[src/rtl/axis_if.sv]
// AXI-Stream handshake bundle: tdata/tvalid/tlast forward, tready backward.
// Latency: none; this is a wiring bundle only.
// Backpressure: carried by tready, driven by the slave side of the link.
// Ports: master drives tdata/tvalid/tlast and samples tready; slave is the mirror.
interface axis_if #(
    parameter int DW = 8
);
    logic [DW-1:0] tdata;
    logic          tvalid;
    logic          tlast;
    logic          tready;

    modport master (output tdata, output tvalid, output tlast, input tready);
    modport slave  (input tdata, input tvalid, input tlast, output tready);
endinterface

[src/rtl/axis_demux_1_2.sv]
// Packet-aware 1-to-2 AXI-Stream demux; sel is latched at packet start and held until tlast.
// Latency: one cycle through a one-deep register stage per output; 1 beat/cycle sustained.
// Backpressure: s.tready follows only the active output's register (combinational from its tready).
// Ports: clk, rst (async active-high), sel (0->m1, 1->m2), s (slave stream in),
//        m1/m2 (master streams out), m1_pkts/m2_pkts (16-bit wrapping tlast-transfer counts),
//        busy (packet open).
module axis_demux_1_2 #(
    parameter int DW = 8
) (
    input  logic        clk,
    input  logic        rst,
    input  logic        sel,
    axis_if.slave       s,
    axis_if.master      m1,
    axis_if.master      m2,
    output logic [15:0] m1_pkts,
    output logic [15:0] m2_pkts,
    output logic        busy
);

    typedef enum logic [1:0] {
        IDLE = 2'd0,
        PKT1 = 2'd1,
        PKT2 = 2'd2
    } state_t;

    state_t          state_q;
    state_t          state_d;

    logic            route;     // 0: m1, 1: m2
    logic            s_rdy;
    logic            accept;
    logic            load1;
    logic            load2;
    logic            drain1;
    logic            drain2;

    logic [DW-1:0]   m1_data_q;
    logic [DW-1:0]   m2_data_q;
    logic            m1_last_q;
    logic            m2_last_q;
    logic            m1_vld_q;
    logic            m2_vld_q;

    // Route, handshake and next-state. In IDLE the live sel steers the beat so a
    // single-beat packet needs no latched state; an open packet uses the latched route.
    always_comb begin
        route   = sel;
        state_d = state_q;
        case (state_q)
            PKT1:    route = 1'b0;
            PKT2:    route = 1'b1;
            default: route = sel;
        endcase

        // Only the destination register matters; the other output cannot stall us.
        s_rdy  = !rst && (route ? (!m2_vld_q || m2.tready) : (!m1_vld_q || m1.tready));
        accept = s.tvalid && s_rdy;
        load1  = accept && !route;
        load2  = accept && route;
        drain1 = m1_vld_q && m1.tready;
        drain2 = m2_vld_q && m2.tready;

        if (accept) begin
            case (state_q)
                IDLE:    if (!s.tlast) state_d = sel ? PKT2 : PKT1;
                default: if (s.tlast)  state_d = IDLE;
            endcase
        end
    end

    always_ff @(posedge clk or posedge rst) begin
        if (rst) begin
            state_q <= IDLE;
        end else begin
            state_q <= state_d;
        end
    end

    // Output registers: a load wins over a drain, so drain+load keeps valid high.
    always_ff @(posedge clk or posedge rst) begin
        if (rst) begin
            m1_vld_q  <= 1'b0;
            m1_data_q <= '0;
            m1_last_q <= 1'b0;
            m2_vld_q  <= 1'b0;
            m2_data_q <= '0;
            m2_last_q <= 1'b0;
        end else begin
            if (load1) begin
                m1_vld_q  <= 1'b1;
                m1_data_q <= s.tdata;
                m1_last_q <= s.tlast;
            end else if (drain1) begin
                m1_vld_q  <= 1'b0;
            end
            if (load2) begin
                m2_vld_q  <= 1'b1;
                m2_data_q <= s.tdata;
                m2_last_q <= s.tlast;
            end else if (drain2) begin
                m2_vld_q  <= 1'b0;
            end
        end
    end

    // Packet counters count completed tlast transfers and wrap naturally.
    always_ff @(posedge clk or posedge rst) begin
        if (rst) begin
            m1_pkts <= 16'd0;
            m2_pkts <= 16'd0;
        end else begin
            if (drain1 && m1_last_q) m1_pkts <= m1_pkts + 16'd1;
            if (drain2 && m2_last_q) m2_pkts <= m2_pkts + 16'd1;
        end
    end

    assign s.tready  = s_rdy;
    assign m1.tvalid = m1_vld_q;
    assign m1.tdata  = m1_data_q;
    assign m1.tlast  = m1_last_q;
    assign m2.tvalid = m2_vld_q;
    assign m2.tdata  = m2_data_q;
    assign m2.tlast  = m2_last_q;
    assign busy      = (state_q != IDLE);

endmodule

[src/flat_wrapper.sv]
// flat-port wrapper written by rule: the top's interface ports become plain ports
module axis_demux_1_2_flat 
#(
    parameter int DW = 8
)
  (clk, rst, sel, m1_pkts, m2_pkts, busy, s_tdata, s_tvalid, s_tlast, s_tready, m1_tdata, m1_tvalid, m1_tlast, m1_tready, m2_tdata, m2_tvalid, m2_tlast, m2_tready);
  axis_if #(.DW(DW)) s_i ();
  axis_if #(.DW(DW)) m1_i ();
  axis_if #(.DW(DW)) m2_i ();
  input  logic clk;
  input  logic rst;
  input  logic sel;
  output logic [15:0] m1_pkts;
  output logic [15:0] m2_pkts;
  output logic busy;
  input wire logic [$bits(s_i.tdata)-1:0] s_tdata;
  input wire logic [$bits(s_i.tvalid)-1:0] s_tvalid;
  input wire logic [$bits(s_i.tlast)-1:0] s_tlast;
  output wire logic [$bits(s_i.tready)-1:0] s_tready;
  output wire logic [$bits(m1_i.tdata)-1:0] m1_tdata;
  output wire logic [$bits(m1_i.tvalid)-1:0] m1_tvalid;
  output wire logic [$bits(m1_i.tlast)-1:0] m1_tlast;
  input wire logic [$bits(m1_i.tready)-1:0] m1_tready;
  output wire logic [$bits(m2_i.tdata)-1:0] m2_tdata;
  output wire logic [$bits(m2_i.tvalid)-1:0] m2_tvalid;
  output wire logic [$bits(m2_i.tlast)-1:0] m2_tlast;
  input wire logic [$bits(m2_i.tready)-1:0] m2_tready;
  assign s_i.tdata = s_tdata;
  assign s_i.tvalid = s_tvalid;
  assign s_i.tlast = s_tlast;
  assign s_tready = s_i.tready;
  assign m1_tdata = m1_i.tdata;
  assign m1_tvalid = m1_i.tvalid;
  assign m1_tlast = m1_i.tlast;
  assign m1_i.tready = m1_tready;
  assign m2_tdata = m2_i.tdata;
  assign m2_tvalid = m2_i.tvalid;
  assign m2_tlast = m2_i.tlast;
  assign m2_i.tready = m2_tready;
  axis_demux_1_2 #(.DW(DW)) u_core (.clk(clk), .rst(rst), .sel(sel), .s(s_i), .m1(m1_i), .m2(m2_i), .m1_pkts(m1_pkts), .m2_pkts(m2_pkts), .busy(busy));
endmodule
[config.mk]
export PLATFORM = sky130hd
export DESIGN_NAME = axis_demux_1_2_flat
export DESIGN_NICKNAME = d
export VERILOG_FILES = /design/src/rtl/axis_if.sv /design/src/rtl/axis_demux_1_2.sv /design/src/flat_wrapper.sv
export SDC_FILE = /design/constraint.sdc
export NUM_CORES = 1
export LEC_CHECK = 0
export CAP_MARGIN = 10
export CELL_PAD_IN_SITES_DETAIL_PLACEMENT = 1
export CELL_PAD_IN_SITES_GLOBAL_PLACEMENT = 1
export CORE_MARGIN = 4
export CORE_UTILIZATION = 35
export CTS_CLUSTER_SIZE = 25
export DETAILED_ROUTE_END_ITERATION = 10
export PLACE_DENSITY = 0.81
export SLEW_MARGIN = 20
export SYNTH_ARGS = -nofsm -noshare
export SYNTH_HDL_FRONTEND = slang
export SYNTH_SLANG_ARGS = --single-unit
[constraint.sdc]
create_clock -name clk -period 3.4 [get_ports clk]
set_input_delay 0.68 -clock clk [delete_from_list [all_inputs] [get_ports clk]]
set_output_delay 0.68 -clock clk [all_outputs]
set_load 0.005 [all_outputs]
# Word level (Yosys, flattened, before mapping)
# Cells that the tools add are included.
# word_totals
latch_bits	0
word_cells	44
inputBits	15
ff_bits	54
out_inout_bits	54
mem_bits_ro	0
mem_bits_rw	0
mem_count	0
# op_classes
n_reduce_logical	20
n_shift	0
n_mul	0
n_mux	10
eq_ne	3
n_lt_le_gt_ge	0
bitwise_logic	0
div	0
addsub	2
# op_table
cell	count
adder 16 x 1 -> 16 bit, second input constant	2
logical AND 1 bit	8
2-to-1 mux 2 bit	4
nonzero test 2 bit	4
2-to-1 mux 1 bit	5
logical NOT 1 bit	4
AND reduction 3 bit	1
equality test 2 x 1 -> 1 bit, second input constant	1
equality test 2 bit, second input constant	1
logical NOT 2 bit	1
logical OR 1 bit	2
!= test 2 bit, second input constant	1
case mux 1 bit (2 select lines)	1

# Depth between registers and ports, before layout
# logic_depth
ltp_word	7
depth_mapped	6
ltp_nobuf	6

# Worst setup path before layout
# Ideal clock, no wire load.
# synth_path
path_type	register -> output
startpoint	reg u_core.state_q[1]
endpoint	out s_tready
path_buffers	0
t_arrival_ps	1218
t_required_ps	2720
path_slack_ps	1502
stages_incl_launch_ff	6
cell_sequence	dfrtp_1 -> inv_1 -> ha_1 -> mux2i_2 -> mux2i_1 -> nor2_1
# synth_between
elab_chain_len	4
word_cells_on_any_way	5
cone_classes	eq/ne: 2; mux: 2; reduce/logical: 1
# synth_lines
element	line	source
from (decl)	axis_demux_1_2.sv:27	state_t state_q;
from (signal assigned)	axis_demux_1_2.sv:76	state_q <= state_d;
equality test 2 bit or equality test 2 x 1 -> 1 bit (tied branches)	axis_demux_1_2.sv:50	case (state_q)
case mux 1 bit (2 select lines) (*)	axis_demux_1_2.sv:50	
2-to-1 mux 1 bit (*)	axis_demux_1_2.sv:57	s_rdy = !rst && (route ? (!m2_vld_q || m2.tready) : (!m1_vld_q || m1.tready));
logical AND 1 bit (*)	axis_demux_1_2.sv:57	
to (decl)	flat_wrapper.sv:19	output wire logic [$bits(s_i.tready)-1:0] s_tready;
# Mark *: on every way between the ends. The rest lies on a longest branch, timed or not.

# Worst setup path in the final report
# layout_path
startpoint	in m2_tready
endpoint	out s_tready
# layout_between
elab_chain_len	3
# layout_lines
element	line	source
from (decl)	flat_wrapper.sv:27	input wire logic [$bits(m2_i.tready)-1:0] m2_tready;
logical OR 1 bit	axis_demux_1_2.sv:57	
2-to-1 mux 1 bit	axis_demux_1_2.sv:57	
logical AND 1 bit	axis_demux_1_2.sv:57	
# Every way passes these cells.

==> impl_metrics.yaml <==
timing:
  clock_skew_ns: 0.00574
  setup_slack_ns: 0.569
  setup_viol: 0
  final-hold-violation-count: 0
  rsz0062_at_grt: "false"
  max_freq_ghz: 0.353
  fin_crit_ns: 2.83
  slew-limit-headroom: 0.555
  fin_crit_sh: 0.833
  hold_ws_ns: 0.486
  worst_pin_slew_ns: 0.668
  maxSlewViolCount: 0
  tns_ns: 0
power:
  ir_drop_v: 0.000317
  p_sw_frac: 0.279
  seq_power_share: 0.452
  power_mw: 2.05
  p_per_area_mw_per_mm2: 637
  p_leak_nw: 1.38
  p_clk_frac: 0.211
  p_int_mw: 1.48
  p_sw_mw: 0.574
  power_frac_comb: 0.337
yosys:
  ys_seq_area_frac: 0.576
  ys_warn_count: 0
  synth.distinct_cells: 29
  syn_avg_cell_area_um2: 12.6
  syn_area_mm2: 0.00234
  syn_nets: 205
  syn_inst: 186
  synth-seq-cells: 54
critical_path:
  crit_path_top_delay_cell: "clkdlybuf4s50_1"
  critPathMostFrequentCell: "clkdlybuf4s50_1"
  required_ns: 2.72
  crit_family: "buffers and inverters"
  crit_path_end_kind: "primary output"
  startpoint: "m2_tready"
  r2r_start: "u_core.state_q[1]"
  worstSetupPathType: "input port to primary output"
  arrival_ns: 2.15
  path_depth: 5
  cpPeakStageDelay_ns: 0.54
  reg2reg_depth: 6
  path_cells: "clkdlybuf4s50_1 -> nand2b_1 -> mux2i_1 -> nor2_1 -> clkdlybuf4s50_1"
  critPathLaunchType: "input port"
  crit_fanout: 4
  cp_num_buf_inv: 2
  r2r-end: "u_core.state_q[0]"
  r2r_slack_ns: 1.30
worst_hold_path:
  hp-class: "register to register"
  holdPathStages: 1
  worstHoldEndpoint: "u_core.m1_pkts[15]"
  min_from: "u_core.m1_pkts[15]"
final_layout:
  drive_above_1_share: 0.111
  layout_commonest_cell: "clkdlybuf4s50_1"
  layout_common_cells: "68 x clkdlybuf4s50_1, 54 x dfrtp_1, 25 x xnor2_1"
  syn2layout_area_growth_pct: 37.5
  post-route-util: 0.502
  nets: 279
  diodes: 0
die:
  die_w_um: 89.9
  io_pins: 69
  initial_core_util: 0.365
  coreArea_mm2: 0.00642
  rows: 29
  die_area_mm2: 0.00807
  die_h_um: 89.9
placement:
  io_buffer_count: 68
  hpwl_um: 3820
  finalWeightedCongestion: 0.785
  dp_worst_setup_slack_ns: 0.561
clocking:
  tritoncts: "built"
  numClockSinks: 54
  cts_hold_buf: 0
  insertion_delay_ns: 0.31
  cts-resized-gates: 0
  cts_setup_buffers: 0
  clk_pin_slew_ns: 0.09
  root_buffer: "clkbuf_8"
  cts-buffers-inserted: 5
  cts_buffer_depth: 2
  htreeDepth: 2
global_route:
  grt_max_degree: 53
  grt_pass1_vias: 1777
  gr-total-overflow: 0
  grt_pass1_wl_um: 8760
  antenna_found_initial: 0
  track_usage: 0.131
routing:
  routed_wl_um: 5110
  ant_nets: 0
  drc: 0
  drt-initial-drc-count: 26
  vias: 1648
  vias_per_cell: 4.88
  drt-wirelength-per-cell_um: 15.1
  drt-pass1-iter-count: 4
job:
  max_cap_violations: 0
outcome:
  status: "finished, final reports clean"
## routing by layer
layer | routed length [µm] | up-vias | share of wire | track usage
met4 | 41 | 0 | 0.0080 | 0.0268
met1 | 2280 | 802 | 0.45 | 0.167
met3 | 372 | 5 | 0.073 | 0.0476
met2 | 2420 | 47 | 0.47 | 0.215
met5 | 0 | - | 0 | 0
li1 | - | 794 | - | -
## power groups by stage
stage          Sequential (mW)  Combinational (mW)  Clock, mW
3_3_place_gp             0.934               0.690          0
2_1_floorplan            0.936               0.294          0
3_5_place_dp             0.947               0.708          0
5_1_grt                  0.960               0.760      0.482
6_report                 0.927               0.691      0.434
4_1_cts                  0.933               0.711      0.461
## synth_stat cells
cell type | instances | area share
or2_2 | 1 | 0.0027
and3_1 | 5 | 0.013
and4_1 | 2 | 0.0075
mux2i_2 | 1 | 0.0059
nor2_1 | 10 | 0.016
a22o_1 | 1 | 0.0037
a2111oi_2 | 1 | 0.0064
nand3_2 | 1 | 0.0043
nand2_1 | 16 | 0.026
nand4_1 | 12 | 0.032
xor2_1 | 5 | 0.019
nand3_1 | 10 | 0.021
and2_1 | 1 | 0.0027
ha_1 | 4 | 0.021
mux2_2 | 14 | 0.067
inv_1 | 4 | 0.0064
nand2b_1 | 2 | 0.0053
nor3_1 | 2 | 0.0043
buf_6 | 1 | 0.0048
mux2i_1 | 1 | 0.0043
mux2_1 | 6 | 0.029
xnor2_1 | 25 | 0.093
dfrtp_1 | 54 | 0.58
a21oi_1 | 1 | 0.0021
and2b_1 | 1 | 0.0032
nand3b_4 | 1 | 0.0085
a211o_1 | 2 | 0.0075
buf_4 | 1 | 0.0032
nand3b_1 | 1 | 0.0032
## sequential cells by signal, indices dropped and copies added, names as in the netlist
name	count
u_core.m1_pkts	16
u_core.m2_pkts	16
u_core.m1.tdata	8
u_core.m2.tdata	8
u_core.state_q	2
u_core.m1.tlast	1
u_core.m1.tvalid	1
u_core.m2.tlast	1
u_core.m2.tvalid	1
## cells by family (layout without fill, tap and decap cells)
group / Yosys count / count (layout) / synth area share
xor+xnor: 30 / 30 / 0.112
fa+ha+maj: 4 / 4 / 0.0213
mux: 22 / 22 / 0.106
simple gates: 65 / 65 / 0.150
compound gates: 5 / 5 / 0.0197
buf+inv: 6 / 81 / 0.0144
flops: 54 / 54 / 0.576
## layout make-up
class                      instances  area [µm²]
fill                             688        3200
sequential                        54        1350
multi-input combinational        126         960
timing repair buffer              69         688
tap                               77        96.3
clock buffer                       5        68.8
clock inverter                     3        43.8
inverter                           4        15.0
## stage by stage
stage | instance area [µm²] | std cells
floorplan | 2340 | 186
global placement | 3110 | 330
detailed placement | 3110 | 330
CTS | 3220 | 338
global route | 3220 | 338
finish | 3220 | 338
## worst max-delay path by stage
stage                          to  slack (ns)
2_1_floorplan  u_core.m1.tdata[0]        1.41
3_3_place_gp             s_tready        0.58
4_1_cts                  s_tready        0.55
6_report                 s_tready        0.57
5_1_grt                  s_tready        0.48
3_5_place_dp             s_tready        0.56
Note: power is estimated with default switching activity, not from simulation.
